$ cat config.mk
export PLATFORM = sky130hd
export DESIGN_NAME = cmd_handler
export DESIGN_NICKNAME = d
export VERILOG_FILES = /design/src/rtl/cmd_handler.sv
export SDC_FILE = /design/constraint.sdc
export NUM_CORES = 1
export LEC_CHECK = 0
export ABC_CLOCK_PERIOD_IN_PS = 3180
export CAP_MARGIN = 20
export CORE_MARGIN = 4
export CORE_UTILIZATION = 30
export CTS_CLUSTER_SIZE = 30
export DETAILED_ROUTE_END_ITERATION = 6
export GPL_ROUTABILITY_DRIVEN = 0
export PLACE_DENSITY = 0.68
export SLEW_MARGIN = 0
export SYNTH_ARGS = -nofsm -noshare
export SYNTH_HDL_FRONTEND = slang
export SYNTH_SLANG_ARGS = --single-unit
$ cat constraint.sdc
create_clock -name clk -period 3.18 [get_ports clk]
set_clock_uncertainty 0.1 [all_clocks]
set_input_delay 0.318 -clock clk [delete_from_list [all_inputs] [get_ports clk]]
set_output_delay 0.318 -clock clk [all_outputs]
set_load 0.005 [all_outputs]
$ cat src/rtl/cmd_handler.sv
// cmd_handler: decodes host function codes into capture-core pulses, buffer config and result registers.
// Define CMD_HANDLER_ACK_TIMEOUT_EN to abandon ACK_WAIT after ACK_TIMEOUT_CLKS cycles without a host ACK.
module cmd_handler #(
   parameter int SAMPLE_W         = 32,
   parameter int ACK_TIMEOUT_CLKS = 65535
) (
   input  logic                clk,
   input  logic                resetn,
   input  logic [7:0]          command,
   input  logic                commandStrobe,
   input  logic [7:0]          regIn0,
   input  logic [7:0]          regIn1,
   input  logic [7:0]          regIn2,
   input  logic [7:0]          regIn3,
   input  logic [7:0]          regIn4,
   input  logic [7:0]          regIn5,
   input  logic [7:0]          regIn6,
   input  logic [7:0]          regIn7,
   output logic [7:0]          regOut0,
   output logic [7:0]          regOut1,
   output logic [7:0]          regOut2,
   output logic [7:0]          regOut3,
   output logic [7:0]          regOut4,
   output logic [7:0]          regOut5,
   output logic [7:0]          regOut6,
   output logic [7:0]          regOut7,
   output logic [7:0]          status,
   input  logic                capArmed,
   input  logic                capTriggered,
   input  logic                capDone,
   output logic                startPulse,
   output logic                abortPulse,
   output logic                softResetPulse,
   output logic [31:0]         cfgTotal,
   output logic [31:0]         cfgPreTrig,
   output logic                cfgValid,
   output logic                rdReq,
   input  logic [SAMPLE_W-1:0] rdData,
   input  logic                rdValid,
   input  logic [31:0]         traceSize,
   input  logic [31:0]         trigSample
);
   localparam logic [1:0] IDLE = 2'd0, EXEC = 2'd1, RD_WAIT = 2'd2, ACK_WAIT = 2'd3;
   localparam logic [7:0] C_NOP = 8'h00, C_START = 8'h01, C_ABORT = 8'h02, C_CFG = 8'h04, C_RDDATA = 8'h05;
   localparam logic [7:0] C_SIZE = 8'h06, C_TRIG = 8'h07, C_ACK = 8'h08, C_RESET = 8'h09, C_TRIG_ALT = 8'h10;

   if (ACK_TIMEOUT_CLKS < 1) begin : g_bad_timeout
      $error("cmd_handler: ACK_TIMEOUT_CLKS must be at least 1");
   end

   logic [1:0]  state;
   logic [7:0]  cmd_q;
   logic [63:0] arg_q;
   logic [63:0] out_q;
   logic        error;
   logic        exec;
   logic        cfg_ok;
   logic        legal;
   logic        exec_err;
   logic        do_read;
   logic        ack_cmd;
   logic        timeout;
   logic [31:0] new_total;
   logic [31:0] new_pre;
   logic [31:0] rd_word;

   assign new_total = arg_q[31:0];
   assign new_pre   = arg_q[63:32];
   assign rd_word   = 32'(rdData);
   assign exec      = state == EXEC;
   assign cfg_ok    = new_pre != 32'd0 && new_pre < new_total;
   assign legal     = cmd_q inside {C_START, C_ABORT, C_CFG, C_RDDATA, C_SIZE, C_TRIG, C_TRIG_ALT, C_RESET};
   assign exec_err  = !legal || (cmd_q == C_START && capArmed) || (cmd_q == C_CFG && !cfg_ok) ||
                      (cmd_q == C_RDDATA && !capDone);
   assign do_read   = exec && cmd_q == C_RDDATA && capDone;
   assign ack_cmd   = commandStrobe && command == C_ACK;
   assign rdReq     = do_read || state == RD_WAIT;
   assign {regOut7, regOut6, regOut5, regOut4, regOut3, regOut2, regOut1, regOut0} = out_q;
   assign status    = {2'b00, state != IDLE, error, state == ACK_WAIT, capDone, capTriggered, capArmed};

`ifdef CMD_HANDLER_ACK_TIMEOUT_EN
   logic [31:0] ack_cnt;
   assign timeout = state == ACK_WAIT && ack_cnt == 32'(ACK_TIMEOUT_CLKS - 1);
   always_ff @(posedge clk or negedge resetn)
      if (!resetn) ack_cnt <= '0;
      else ack_cnt <= state == ACK_WAIT ? ack_cnt + 32'd1 : '0;
`else
   assign timeout = 1'b0;
`endif

   // Actions decided in EXEC land on the following edge, so pulses are exactly one cycle wide.
   always_ff @(posedge clk or negedge resetn)
      if (!resetn) begin
         state          <= IDLE;
         cmd_q          <= '0;
         arg_q          <= '0;
         out_q          <= '0;
         error          <= 1'b0;
         cfgTotal       <= '0;
         cfgPreTrig     <= '0;
         cfgValid       <= 1'b0;
         startPulse     <= 1'b0;
         abortPulse     <= 1'b0;
         softResetPulse <= 1'b0;
      end else begin
         startPulse     <= exec && cmd_q == C_START && !capArmed;
         abortPulse     <= exec && cmd_q == C_ABORT;
         softResetPulse <= exec && cmd_q == C_RESET;
         cfgValid       <= exec && cmd_q == C_CFG && cfg_ok;
         if (exec && cmd_q == C_CFG && cfg_ok) begin
            cfgTotal   <= new_total;
            cfgPreTrig <= new_pre;
         end
         if (exec && cmd_q == C_SIZE) out_q <= {32'd0, traceSize};
         if (exec && (cmd_q == C_TRIG || cmd_q == C_TRIG_ALT)) out_q <= {32'd0, trigSample};
         if (state == RD_WAIT && rdValid) out_q <= {32'd0, rd_word};
         if (exec && exec_err) error <= 1'b1;
         case (state)
            IDLE: if (commandStrobe && command != C_NOP && command != C_ACK) begin
               state <= EXEC;
               cmd_q <= command;
               arg_q <= {regIn7, regIn6, regIn5, regIn4, regIn3, regIn2, regIn1, regIn0};
               error <= 1'b0;
            end
            EXEC: state <= do_read ? RD_WAIT : ACK_WAIT;
            RD_WAIT: if (rdValid) state <= ACK_WAIT;
            default: begin
               if (timeout && !ack_cmd) error <= 1'b1;
               if (ack_cmd || timeout) state <= IDLE;
            end
         endcase
      end
endmodule

; After elaboration in Yosys (flattened, before gate mapping)
; Index checks and enable logic that the tools add are counted.
[word_totals]
out_inout_bits = 141
wordCells = 75
regBits = 207
in_bits = 175
[classes]
n_mux = 11
n_reduce_logical = 37
order_cmp = 1
eq_ne = 15
[ops]
columns = operator, n
row1 = $mux W64, 3
row2 = $eq A8 B3 Y1 const B, 4
row3 = $lt A32 B32 Y1, 1
row4 = $reduce_bool A32 Y1, 1
row5 = $logic_and A1 B1 Y1, 19
row6 = $eq A8 B4 Y1 const B, 2
row7 = $reduce_bool A8 Y1, 2
row8 = $eq A8 B1 Y1 const B, 1
row9 = $eq A8 B2 Y1 const B, 1
row10 = $eq A8 B5 Y1 const B, 1
row11 = $ne A8 B4 Y1 const B, 1
row12 = $mux W2, 3
row13 = $pmux W2 S3, 1
row14 = $logic_or A1 B1 Y1, 5
row15 = $eq A2 B2 Y1 const B, 2
row16 = $logic_not A1 Y1, 4
row17 = $mux W1, 4
row18 = $ne A2 B2 Y1 const B, 2
row19 = $reduce_bool A4 Y1, 1
row20 = $reduce_and A3 Y1, 1
row21 = $reduce_bool A3 Y1, 1
row22 = $eq A2 B1 Y1 const B, 1
row23 = $logic_not A2 Y1, 1
row24 = $reduce_and A2 Y1, 1
row25 = $reduce_bool A2 Y1, 1

; Longest topological paths before layout
[logic_depth]
ltp_word = 10
mapped_depth = 10
depth_no_buf = 8

; Least setup slack after synthesis
; Ideal clock, no wire load.
[synth_path]
kind = reg2reg
start = register cmd_q[4]
end = register cfgPreTrig[0]
setup_time_ns = 0.125
path_stages_with_launch = 9
required_ns = 2.955
setup_slack_ns = 0.512
n_path_buf = 2
period_less_slack_ns = 2.668
arrival_ns = 2.443
cell_sequence = dfrtp_1 > nor4_4 > and2b_1 > nand2_1 > or3_1 > or4_4 > buf_6 > buf_12 > mux2_4
[synth_via]
elab_chain_len = 3
[synth_lines]
columns = element, line_no
row1 = start: declaration, 52  ; logic [7:0] cmd_q;
row2 = start signal: assignment, 121  ; cmd_q <= command;
row3 = $eq A8 B3 Y1, 110  ; if (exec && cmd_q == C_CFG && cfg_ok) begin
row4 = $logic_and A1 B1 Y1 (2 in a row), 110
row5 = end signal: assignment, 112  ; cfgPreTrig <= new_pre;
row6 = end: declaration, 35  ; output logic [31:0] cfgPreTrig,
; No other way between the ends.
; A chain may end at the register's enable or synchronous reset.

; Worst setup path after layout
[layout_path]
start = register arg_q[63]
end = register cfgTotal[30]
[layout_via]
elab_chain_len = 3
word_cells_on_any_way = 4
classes_between = order compare: 1 / reduce/logical: 3
[layout_lines]
columns = element, line_no
row1 = start: declaration, 53  ; logic [63:0] arg_q;
row2 = start signal: assignment, 122  ; arg_q <= {regIn7, regIn6, regIn5, regIn4, regIn3, regIn2, regIn1, regIn0};
row3 = $lt A32 B32 Y1 or $reduce_bool A32 Y1 (tied branches), 71  ; assign cfg_ok = new_pre != 32'd0 && new_pre < new_total;
row4 = $logic_and A1 B1 Y1 *, 71
row5 = $logic_and A1 B1 Y1 *, 110
row6 = end signal: assignment, 111  ; cfgTotal <= new_total;
row7 = end: declaration, 34  ; output logic [31:0] cfgTotal,
; Mark *: on every way between the ends. The rest lies on a longest branch, timed or not.

==> qor.yml <==
crit_type: "register to register"
via_count: 6271
drive_above_1_share_pct: 15.6
yosysSeqAreaShare_pct: 51.1
cts_buffers: 17
remaining_drc_errors: 0
r2r_setup_slack_ps: 220
hold_viol_final: 0
dieHeight_um: 177
clkSlewWorstSetupHoldPaths_ps: 80
num_io_pins: 316
fin_crit_ps: 2960
dieWidth_um: 177
synth_mux_area_share_pct: 20.7
finalMaxSlewViolations: 0
power_density_nw_per_um2: 796
nets: 1176
core_area_um2: 27900
dieArea_um2: 31300
diodes: 0
hold_class: "input port to register"
outcome: "finished, final reports clean"
synth_compound_area_share_pct: 9.06
htree_levels: 4
synth_cells: 692
cts_tree: "done"
mappedNetlistArea_um2: 8560
cts_setup_buffers: 0
antenna_found_initial: 0
rsz0062_at_grt: "no"
ys.flop_type: "dfrtp_1"
dr.pass1.iters: 4
drtAntennaViolNets: 0
min_from: "regIn0[4]"
wl_per_cell_um: 18.3
finalWirelength_um: 24800
grt_pass1_wl_um: 37800
tightestPinTransition_ps: 687
grt_use_total_pct: 15.4
synth-adder-area-share_pct: 5.26
period_share_pct: 93.1
viasPerCell: 4.62
io_buffers: 279
grt-ovfl-total: 0
relSlewSlack_pct: 54.2
initialDrtViolationCount: 356
finalSetupTns_ps: 0
leakage_nw: 5.41
grt_max_degree: 69
synth_edf_count: 0
fmax_mhz: 338
layout_commonest_cell: "clkdlybuf4s50_1"
power_mw: 9.73
synth_top_family_by_area: "multiplexers"
initial_core_util_pct: 30.7
cts_root_buffer: "clkbuf_16"
clock_path_buffers: 2
synth_xor_xnor_area_share_pct: 0
synthArstFlopShare_pct: 100
clock_latency_ps: 430
synth_cell_type_count: 48
setup_violations: 0
crit_path_end_kind: "register"
layout_common_cells: "clkdlybuf4s50_1, dfrtp_1, mux2_4"
cp.arrival_ps: 3160
synth_seq_cells: 175
cts.sinks: 175
worstSetupStartpointType: "register"
avgSynthCellArea_um2: 12.4
crit_path_max_fanout: 32
grt_pass1_vias: 6558
yosysWarningCount: 0
peakVddDrop_mv: 0.323
crit_start: "arg_q[63]"
post-dp-hpwl_um: 18900
r2r_start: "arg_q[63]"
num_rows: 61
syn_to_final_growth_pct: 42.6
synthSimpleGateAreaFrac_pct: 6.06
drv_cap: 0
cp.required_ps: 3380
layout make-up:
cell class,instances,area [um2]
Fill cell,2659,15700
Multi-Input combinational cell,441,3660
Sequential cell,175,4380
Inverter,37,139
Timing Repair Buffer,293,2990
Tap cell,378,473
Clock inverter,14,143
Clock buffer,18,429
timing repair:
item                                    4_1_cts  5_1_grt
gates resized for setup                       0        1
hold endpoints to repair                     66        0
hold buffers                                  1        0
endpoints found under the setup margin        0       64
per-layer routing:
layer  wire (um)  global-route usage (%)
met4         359                    4.42
met2       12400                    25.5
met1       10700                    20.9
met3        1290                    2.71
met5           0                       0
synthesized netlist by cell type, types with 21 or more instances:
cell	count	share of area, %
a22oi_1	33	2.9
buf_4	39	3.4
clkbuf_1	21	0.92
dfrtp_1	175	51
ha_1	36	5.3
inv_1	36	1.6
mux2_2	42	5.5
mux2_4	60	11
mux2i_1	35	4.1
nand2_1	42	1.8
o21ai_0	37	2.2
o21ai_1	33	1.9
report_power, final:
group | total (mW) | switching, mW | leakage, nW | internal [mW]
Combinational | 3.82 | 1.58 | 2.89 | 2.23
Sequential | 3.85 | 0.735 | 2.25 | 3.12
Clock | 2.06 | 1.01 | 0.279 | 1.05
path summary, 6_finish.rpt:
| path | cells past startpoint | endpoint |
|---|---|---|
| setup / recovery | 8 | cfgTotal[30] |
| hold / removal | 3 | arg_q[4] |
| setup reg to reg | 8 | cfgTotal[30] |
| hold reg to reg | 1 | cfgTotal[29] |
| max in group asynchronous | 3 | cfgTotal[6] |
| min in group asynchronous | 2 | out_q[13] |
cell families (layout without fill, tap and decap cells):
family	after synthesis	count (layout)
muxes	141	141
and+or+nand+nor	99	99
buffers and inverters	109	362
other	1	34
adders and majority gates	36	36
AOI/OAI and AO/OA	131	131
DFF	175	175
metrics by stage:
| stage | setup slack (ps) | std cells | cell area, um2 | hold slack [ps] | utilization (%) |
|---|---|---|---|---|---|
| floorplan | 512 | 725 | 8690 | -77.6 | - |
| global placement | 117 | 1322 | 11600 | 276 | 41.5 |
| detailed placement | 54.9 | 1322 | 11600 | 273 | 41.5 |
| CTS | 41.8 | 1355 | 12200 | 325 | 43.6 |
| global route | 62.5 | 1356 | 12200 | 349 | 43.7 |
| finish | 219 | 1356 | 12200 | 342 | 43.7 |
critical path, stage by stage, from the launching register on:
cell,delay (ps)
dfrtp_1,410
ha_1,300
and4_1,210
nand2_1,80
or4_1,590
a31oi_1,270
or4_4,230
buf_16,250
mux2_1,350
flip-flops by register name (all words and copies together), names as in the netlist:
register,flops
arg_q,64
state,2
softResetPulse,1
out_q,32
startPulse,1
cmd_q,8
abortPulse,1
cfgPreTrig,32
cfgTotal,32
error,1
cfgValid,1
(Power assumes the default switching activity.)
==> variant, RTL diff (same flow settings) <==
Change the parameter `SAMPLE_W` from 32 to 16.
--- a/src/rtl/cmd_handler.sv
+++ b/src/rtl/cmd_handler.sv
@@ -1,7 +1,7 @@
 // cmd_handler: decodes host function codes into capture-core pulses, buffer config and result registers.
 // Define CMD_HANDLER_ACK_TIMEOUT_EN to abandon ACK_WAIT after ACK_TIMEOUT_CLKS cycles without a host ACK.
 module cmd_handler #(
-   parameter int SAMPLE_W         = 32,
+   parameter int SAMPLE_W         = 16,
    parameter int ACK_TIMEOUT_CLKS = 65535
 ) (
    input  logic                clk,
Ports: changed (resized rdData); port bits go from 316 to 300. The function was not compared with the original's and may differ.
==> variant against the unedited design <==
Non-clock buffer count decreased by 13; cell area shrank 2.3%; sequential share of layout area is 0.83 points higher; synthesized area shrank 2.1%; hold slack better by 0.019 ns; routed wire length shrank 9.8%; synthesized cell count rose by 3.0%; via count is 2.4% lower; critical path depth up 2; worst setup slack worse by 0.096 ns; sequential cell count unchanged; power shrank 3.2%; largest power group unchanged.
==> variant: results (changes against the unedited design) <==
| Metric | Value |
|---|---|
| Synth Area in XOR/XNOR | 0% (unchanged) |
| Place WS | 0.0648 ns (was 0.0549 ns) |
| Top cells by count, synth | 175 x dfrtp_1, 74 x mux2_2, 63 x nand2_1, 56 x o21ai_0, 49 x mux2_1 (was 175 x dfrtp_1, 60 x mux2_4, 42 x mux2_2, 42 x nand2_1, 39 x buf_4) |
| Final HPWL DP | 17100 um (was 18900 um) |
| Top area cells in the synthesized netlist | dfrtp_1 52%, mux2_2 9.9%, mux2_1 6.6% (was dfrtp_1 51%, mux2_4 11%, mux2_2 5.5%) |
| Area Growth Syn to Fin | 42.5% (was 42.6%) |
| Fraction of area in multi-input gates | 29.7% (was 30.0%) |
| Buffering overhead | 23.9% (was 24.5%) |
| Critical Path AT | 3.25 ns (was 3.16 ns) |
| Global-route track usage on met3 | 4.26% (was 2.71%) |
| Internal power | 6.26 mW (was 6.40 mW) |
| Worst-Margin Slew | 0.774 ns (was 0.687 ns) |
| Buffers added on ports | 263 (was 279) |
| Part of the power in the clock network | 20.7% (was 21.2%) |
| Layout clock buffers | 22 (was 18) |
| Comb_multi_in | 462 (was 441) |
| Sw power | 3.16 mW (was 3.33 mW) |
| Grt met1 use | 18.1% (was 20.9%) |
| Met2 wire length | 11200 um (was 12400 um) |
| Non-clock buffer count | 280 (was 293) |
| Largest net degree at the start of global routing | 80 (was 69) |
| Static leakage | 5.14 nW (was 5.41 nW) |
| CP max stage delay | 0.51 ns (was 0.59 ns) |
| Synth Area in Adders | 5.38% (was 5.26%) |
| Share of cells above drive strength 1 | 13.0% (was 15.6%) |
| Sequential cell area fraction in the yosys report | 52.3% (was 51.1%) |
| Compound-Gate Fraction of Synth Area | 7.24% (was 9.06%) |
| Initial antenna violation count | 1 (was 0) |
| Clk_lat worst skew | 0.41 ns (was 0.43 ns) |
| Hold Crit Class | input pin to register (unchanged) |
| DRT iter0 DRCs | 294 (was 356) |
| Finished Layout Cells | 1358 (was 1356) |
| Clock-cell share of area | 4.56% (was 4.68%) |
| Status | finished clean (unchanged) |
| Slowest CP cell | or4b_1 (was or4_1) |
| Synth unique cells | 41 (was 48) |
| Met2 global-route usage | 23.7% (was 25.5%) |
| Overall routing resource usage | 14.1% (was 15.4%) |
| Synthesized instance count | 713 (was 692) |
| Met1 WL | 9500 um (was 10700 um) |
| Fillers | 2602 (was 2659) |
| Peak VDD IR | 331 uV (was 323 uV) |
| Die ar. | 0.0307 sq mm (was 0.0313 sq mm) |
| Vias in the first global route | 6209 (was 6558) |
| Global-route wire length before repair | 34500 um (was 37800 um) |
| Post-synthesis mux area share | 20.6% (was 20.7%) |
| Routed length per instance | 16.5 um (was 18.3 um) |
| Dpl cell area | 0.0113 sq mm (was 0.0116 sq mm) |
| Hold wc startpoint | regIn3[6] (was regIn0[4]) |
| DR top layer | met5 (was met4) |
| CP Max Fanout | 32 (unchanged) |
| Met3 wire length | 1400 um (was 1290 um) |
| Worst Setup SP | state[1]$_DFFE_PN0P_ (was arg_q[63]$_DFFE_PN0P_) |
## variant: cell families (layout without fill, tap and decap cells)
logic type                 count (synthesis)  after routing
DFF                                      175            175
muxes                                    157            157
and+or+nand+nor                          131            131
buffers and inverters                    109            349
AOI/OAI and AO/OA                        104            104
adders and majority gates                 36             36
other                                      1             34
## variant: what timing repair did
item	in CTS	in global routing
hold buffers	1	0
resized for setup	0	2
endpoints found under the setup margin	0	65
hold endpoints to repair	77	0
setup buffers	0	2
## variant: path summary, 6_finish.rpt
check	endpoint	slack, ns	cells past startpoint
max	cfgTotal[29]$_DFFE_PN0P_	0.12	10
min	arg_q[30]$_DFFE_PN0P_	0.36	3
max reg2reg	cfgTotal[29]$_DFFE_PN0P_	0.12	10
min reg2reg	cfgTotal[26]$_DFFE_PN0P_	0.38	1
max in group asynchronous	arg_q[31]$_DFFE_PN0P_	1.78	3
min in group asynchronous	arg_q[36]$_DFFE_PN0P_	0.41	2
